## config.mk

```make
export PLATFORM = sky130hd
export DESIGN_NAME = lsu
export DESIGN_NICKNAME = d
export VERILOG_FILES = /design/src/rtl/lsu.sv
export SDC_FILE = /design/constraint.sdc
export NUM_CORES = 1
export LEC_CHECK = 0
export CORE_MARGIN = 5
export CORE_UTILIZATION = 50
export CTS_BUF_LIST = sky130_fd_sc_hd__clkbuf_4
export CTS_CLUSTER_DIAMETER = 40
export DETAILED_ROUTE_END_ITERATION = 8
export HOLD_SLACK_MARGIN = 0.08
export PLACE_DENSITY = 0.94
export RECOVER_POWER = 50
export SLEW_MARGIN = 20
export SYNTH_ARGS = -nofsm -noshare
export SYNTH_HDL_FRONTEND = slang
export SYNTH_SLANG_ARGS = --single-unit
```

## constraint.sdc

```tcl
create_clock -name clk_w_i -period 7.35 [get_ports clk_w_i]
set_clock_uncertainty 0.15 [all_clocks]
set_input_delay 2.205 -clock clk_w_i [delete_from_list [all_inputs] [get_ports clk_w_i]]
set_output_delay 2.205 -clock clk_w_i [all_outputs]
set_load 0.01 [all_outputs]
```

## src/rtl/lsu.sv

```systemverilog
// Load/store unit: one req/ack data-memory transaction per request, with byte-lane
// formatting, misalignment trapping and a bus watchdog.
module lsu #(
  parameter int unsigned TIMEOUT_CYCLES = 255
) (
  input  logic        clk_w_i,
  input  logic        rst_w_i_h,
  input  logic        req_w_i_h,
  input  logic        we_w_i_h,
  input  logic [2:0]  funct3_w_i,
  input  logic [31:0] addr_w_i,
  input  logic [31:0] store_data_w_i,
  output logic        busy_w_o_h,
  output logic        done_w_o_h,
  output logic [31:0] load_data_w_o,
  output logic        misaligned_w_o_h,
  output logic        timeout_w_o_h,
  output logic        mem_req_w_o_h,
  output logic        mem_we_w_o_h,
  output logic [31:0] mem_addr_w_o,
  output logic [3:0]  mem_be_w_o,
  output logic [31:0] mem_wdata_w_o,
  input  logic [31:0] mem_rdata_w_i,
  input  logic        mem_ack_w_i_h
);

  typedef enum logic [1:0] {IDLE, ACCESS, DONE} state_t;

  state_t      state, state_next;
  logic        we_q;
  logic [2:0]  f3_q;
  logic [31:0] addr_q;
  logic [31:0] sd_q;
  logic [7:0]  cnt;
  logic        illegal;
  logic        hit_limit;
  logic [31:0] lane;
  logic [31:0] load_fmt;

  always_comb begin
    illegal = 1'b0;
    case (funct3_w_i)
      3'b000, 3'b100: illegal = 1'b0;
      3'b001, 3'b101: illegal = addr_w_i[0];
      3'b010:         illegal = (addr_w_i[1:0] != 2'b00);
      default:        illegal = 1'b1;
    endcase
    if (we_w_i_h && funct3_w_i[2])
      illegal = 1'b1;
  end

  // The cycle in which cnt+1 reaches the limit is the last one mem_req is high.
  assign hit_limit = (({1'b0, cnt} + 9'd1) == 9'(TIMEOUT_CYCLES));

  always_ff @(posedge clk_w_i or posedge rst_w_i_h) begin
    if (rst_w_i_h)
      state <= IDLE;
    else
      state <= state_next;
  end

  always_comb begin
    state_next = state;
    case (state)
      IDLE:    if (req_w_i_h) state_next = illegal ? DONE : ACCESS;
      ACCESS:  if (mem_ack_w_i_h || hit_limit) state_next = DONE;
      DONE:    state_next = IDLE;
      default: state_next = IDLE;
    endcase
  end

  always_comb begin
    lane     = mem_rdata_w_i >> {addr_q[1:0], 3'b000};
    load_fmt = mem_rdata_w_i;
    case (f3_q)
      3'b000:  load_fmt = {{24{lane[7]}}, lane[7:0]};
      3'b001:  load_fmt = {{16{lane[15]}}, lane[15:0]};
      3'b100:  load_fmt = {24'd0, lane[7:0]};
      3'b101:  load_fmt = {16'd0, lane[15:0]};
      default: load_fmt = mem_rdata_w_i;
    endcase
  end

  always_ff @(posedge clk_w_i or posedge rst_w_i_h) begin
    if (rst_w_i_h) begin
      we_q             <= 1'b0;
      f3_q             <= '0;
      addr_q           <= '0;
      sd_q             <= '0;
      cnt              <= '0;
      load_data_w_o    <= '0;
      misaligned_w_o_h <= 1'b0;
      timeout_w_o_h    <= 1'b0;
    end else begin
      misaligned_w_o_h <= 1'b0;
      timeout_w_o_h    <= 1'b0;
      case (state)
        IDLE: begin
          if (req_w_i_h) begin
            we_q   <= we_w_i_h;
            f3_q   <= funct3_w_i;
            addr_q <= addr_w_i;
            sd_q   <= store_data_w_i;
            cnt    <= '0;
            if (illegal) begin
              misaligned_w_o_h <= 1'b1;
              if (!we_w_i_h) load_data_w_o <= '0;
            end
          end
        end
        ACCESS: begin
          cnt <= cnt + 8'd1;
          if (mem_ack_w_i_h) begin
            if (!we_q) load_data_w_o <= load_fmt;
          end else if (hit_limit) begin
            timeout_w_o_h <= 1'b1;
            if (!we_q) load_data_w_o <= '0;
          end
        end
        default: ;
      endcase
    end
  end

  always_comb begin
    mem_be_w_o    = 4'b0000;
    mem_wdata_w_o = sd_q;
    case (f3_q[1:0])
      2'b00: begin
        mem_be_w_o    = 4'b0001 << addr_q[1:0];
        mem_wdata_w_o = {4{sd_q[7:0]}};
      end
      2'b01: begin
        mem_be_w_o    = 4'b0011 << {addr_q[1], 1'b0};
        mem_wdata_w_o = {2{sd_q[15:0]}};
      end
      default: begin
        mem_be_w_o    = 4'b1111;
        mem_wdata_w_o = sd_q;
      end
    endcase
    if (!we_q)
      mem_be_w_o = 4'b0000;
  end

  assign busy_w_o_h    = (state != IDLE);
  assign done_w_o_h    = (state == DONE);
  assign mem_req_w_o_h = (state == ACCESS);
  assign mem_we_w_o_h  = we_q;
  assign mem_addr_w_o  = {addr_q[31:2], 2'b00};

endmodule

```

* Yosys cells after proc, flatten, opt, wreduce, memory -nomap -nowiden
Index checks and enable logic that the tools add are counted.
** Storage, ports and cells
- Flip-flop bits (word level) :: 112
- Logic and storage cells :: 72
** Operators by class
- Add/sub/neg operators :: 2
- Eq/ne operators :: 17
- Shifts and indexed selects :: 3
- Multiplexer cells :: 26
- Reduce and logical (&&, ||, !) cells :: 15
** Operators with widths (count)
- 32-bit two-way mux :: 7
- 32-bit case mux with 2 select lines :: 2
- 32-bit case mux with 4 select lines :: 1
- 32-bit by 5-bit right shift with 16-bit output :: 1
- 8-bit case mux with 2 select lines :: 1
- 3-bit equality test (second input constant) :: 4
- 8-bit by 1-bit adder with 9-bit output (second input constant) :: 1
- 9-bit by 8-bit equality test with 1-bit output (second input constant) :: 1
- 8-bit by 1-bit adder with 8-bit output (second input constant) :: 1
- 8-bit two-way mux :: 1
- 2-bit inequality test (second input constant) :: 4
- 4-bit case mux with 2 select lines :: 1
- 1-bit two-way mux :: 7
- 3-bit by 1-bit equality test with 1-bit output (second input constant) :: 2
- 3-bit logical NOT :: 2
- 2-bit two-way mux :: 3
- 2-bit AND reduction :: 3
- 6-bit AND reduction :: 1
- 2-bit nonzero test :: 3
- 2-bit by 1-bit equality test with 1-bit output (second input constant) :: 2
- 2-bit logical NOT :: 2
- 4-bit two-way mux :: 1
- 2-bit case mux with 2 select lines :: 1
- 2-bit OR reduction :: 2
- other kinds (9) :: 9

* Depth between registers and ports, before layout
- Depth in word-level cells :: 7
- Gate-level depth with buffers :: 8
- Mapped depth without buffers :: 6

* Least setup slack after synthesis
OpenSTA, ideal clock, no wires.
- Kind :: register to output
- Start :: reg f3_q[0]
- End :: out mem_wdata_w_o[10]
- Arrival time :: 1.503 ns
- Required time :: 4.995 ns
- Setup slack :: 3.492 ns
- Stages on the path, launching flop included :: 4
- Path buffers :: 1
- Path through :: dfrtp_1 buf_1 nor2_1 mux2_2
** On the way
- Cells in the longest elaborated chain, start to end :: 2
** Ends and longest elaborated chain
- start, declared :: RTL line 31 : logic [2:0] f3_q;
- start signal, assigned :: RTL line 101 : f3_q <= funct3_w_i;
- 2-bit by 1-bit equality test with 1-bit output / 2-bit logical NOT (equally long branches) :: RTL line 128 : case (f3_q[1:0])
- 32-bit case mux with 2 select lines * :: RTL line 128
- end, declared :: RTL line 22 : output logic [31:0] mem_wdata_w_o,
Mark *: on every way between the ends. The rest lies on a longest branch, timed or not.

* Worst setup path in the final report
- Start :: reg f3_q[1]
- End :: out mem_wdata_w_o[13]
The elaborated chain is that of the path after synthesis.

==> metrics.csv <==
metric;value;unit
final_net_count;884;
first_global_vias;5015;
synth_top_family_by_area;simple AND/OR/NAND/NOR gates;
yosys.area_share.adder;0.00437;
syn-mean-instance-area;9.04;um2
detailroute.via_count;5060;
final.min_clock_period;5.36;ns
rr_worst_depth;5;
io_pins;210;
avgRoutedWirePerCell;17.5;um
pleak;3.44;nW
synth_seq_cells;112;
grt_setup_unrepaired;no;
totalWireLength;16.3;mm
achievable-frequency;0.186;GHz
clock_path_buffers;2;
gp_routability_congestion;0.880;
critical_path.reg2reg.startpoint;state[1];
yosysWarnings;0;
setup_total_negative_slack;0;ns
cts_tree;built;
maximum_vdd_drop;0.000270;V
cts_setup_buffers;0;
kind_of_cell_adding_the_most_delay_to_the_critical_path;simple AND/OR/NAND/NOR gates;
violations;max-capacitance violations, max-slew violations;
post-layout-total-power;3.19;mW
grt_pass1_wl;25.4;mm
critical_path_required;4.99;ns
timing.hold.worst.start;sd_q[16];
worstHoldEndpoint;sd_q[16];
timing.critical_path.cells;nor2_1, mux2_2, clkdlybuf4s50_1;
numPlacedInstances;910;
holdBufCountCts;0;
dr.pass1.iters;5;
timing.reg2reg.setup_slack;3.76;ns
ctsHtreeMaxLevel;3;
design.core.area;0.0113;mm2
clkLatencyLatePin;0.48;ns
worst_pin_slew;2.87;ns
maximum_number_of_pins_on_one_net_before_global_route_repair;68;
post_synth_and_or_nand_nor_area_fraction;0.194;
relSlewSlack;-0.922;
critPathSlowestCell;nor2_1;
synth_cell_type_count;45;
cts.reportedPaths.clkPinSlew;0.19;ns
worst_min_delay_path_category;reg -> reg;
timing_hold_violations_final;0;
layout_commonest_cell;nand2_1;
die_area;0.0137;mm2
finalCritPeriodShare;0.730;
synth.cell_area;0.00572;mm2
post_synth_xor_area_fraction;0.00306;
row_count;39;
setup_violating_endpoint_count_in_the_final_report;0;
synth-compound-area-share;0.153;
wp_data_arrival;3.01;ns
netSwitchingFraction;0.401;
setup.worst_path.class;reg -> out;
port-buffer-count;207;
drv_slew;176;
route.detailed.vias_per_inst;5.45;
die_width;117;um
p_seq_frac;0.365;
timing.max_cap.violations;3;
initial_core_util;0.505;
drc;0;
clock_power_share;0.116;
worstSetupEndpointType;output pin;
antenna_found_initial;1;
layoutNonFillerInstCount;928;
combinational_share_of_power;0.519;
cts_repair_resize_count;0;
worstPathBufferInverterCount;1;
dieHeight;117;um
cts_inserted_buffers;9;
netlist_instances;633;
synth_flop_type;dfrtp_1;
muxShareOfSynthArea;0.0634;
grt_util_all_layers;0.239;
critical_path.reg2reg.endpoint;addr_q[9];
detail_route.iter0.violations;392;
global_route.overflow_total;0;
nature_of_the_critical_path_startpoint;flop;
postRouteAntennaNets;0;
internal_power;1.91;mW
clock_tree.root_cell;clkbuf_4;
area_grow_syn2layout;34.5;%
post_route_cells_drive_above_1_share;0.0664;
hold_depth;2;
number_of_synthesized_flops_with_an_enable_pin;0;
place.detailed.hpwl;11.8;mm
status;finished, violations left;
most_frequent_cells_in_the_layout;nand2_1 (219), clkdlybuf4s50_1 (203), dfrtp_1 (111);
pwr_density_cell;414;mW/mm2
postSynth.asyncResetShare;1.00;
cts.sink_count;112;
synth_sequential_area_ratio;0.490;
switchingPower;1.28;mW
worst_path_largest_cell_delay;0.82;ns
critical_path_peak_fanout;67;
[per-stage QoR]
step | hold slack, ns | setup WS [ns] | util | cell area (um2)
2_1_floorplan | 0.290 | 2.04 | - | 5730
3_5_place_dp | 0.307 | 2.41 | 0.665 | 7520
4_1_cts | 0.344 | 1.82 | 0.680 | 7700
5_1_grt | 0.374 | 1.47 | 0.679 | 7690
3_3_place_gp | 0.303 | 2.47 | 0.665 | 7520
6_report | 0.344 | 1.99 | 0.680 | 7690
[worst max path at each step]
| stage | startpoint | to | slack [ns] | depth (start not counted) |
|---|---|---|---|---|
| after detailed placement | f3_q[1] | mem_wdata_w_o[12] | 2.41 | 3 |
| after global placement | f3_q[1] | mem_wdata_w_o[15] | 2.47 | 3 |
| after CTS | f3_q[1] | mem_wdata_w_o[13] | 1.82 | 3 |
| after floorplan | rst_w_i_h | addr_q[0] | 2.04 | 1 |
| after global routing | rst_w_i_h | sd_q[3] | 1.47 | 3 |
| final | f3_q[1] | mem_wdata_w_o[13] | 1.99 | 3 |
[power groups by stage]
stage,clock network [mW],registers (mW),logic (mW)
detailed placement,0,1.17,1.67
CTS,0.376,1.16,1.67
global placement,0,1.16,1.62
finish,0.369,1.16,1.65
global route,0.398,1.21,1.81
floorplan,0,1.06,1.05
[registers in the layout (all words and copies together) (netlist names)]
name and flops:
addr_q 32, load_data_w_o 32, sd_q 32, cnt 8
f3_q 3, state 2, mem_we_w_o_h 1, misaligned_w_o_h 1
timeout_w_o_h 1
[synthesized netlist by cell type (all sizes together) (3+ instances only)]
cell	count	share of area
nand2	219	0.14
o2bb2ai	31	0.057
o41ai	3	0.0046
a221oi	7	0.011
nor3	3	0.0026
o21ai	29	0.025
a21oi	34	0.030
mux2i	16	0.028
buf	52	0.067
mux2	16	0.031
dfrtp	112	0.49
nor2	36	0.024
clkbuf	25	0.016
nand2b	3	0.0033
o21a	3	0.0039
nand3	5	0.0052
inv	7	0.0046
nor2b	5	0.0055
nand4	3	0.0033
[tightest hold or removal path: stages, from the launching register on]
cell	delay [ns]
dfrtp_1	0.37
nand2_1	0.05
nand2_1	0.05
[final cells by class]
type	count	area, um2
diodes	2	5.00
clock inverters	6	101
inverters	7	27.5
repair buffers	212	2100
fillers	863	3630
clock buffers	10	75.1
flip-flops and latches	112	2810
well taps	143	179
multi-input cells	436	2400
[cell families (layout without fill, tap and decap cells)]
| group | after synthesis | in the layout |
|---|---|---|
| and+or+nand+nor | 279 | 279 |
| AOI/OAI and AO/OA | 118 | 118 |
| DFF | 112 | 112 |
| buffers and inverters | 86 | 235 |
| muxes | 33 | 33 |
| adders and majority gates | 2 | 2 |
| xor gates and xnor gates | 2 | 2 |
| other | 1 | 4 |
[per-layer routing]
metal	routed length, um	track usage	up-vias
met2	7750	0.389	254
li1	-	-	2365
met1	6320	0.302	2416
met3	1910	0.0879	25
met4	295	0.0642	0
met5	0	0	-
No activity file was read; power rests on OpenSTA's default activity.
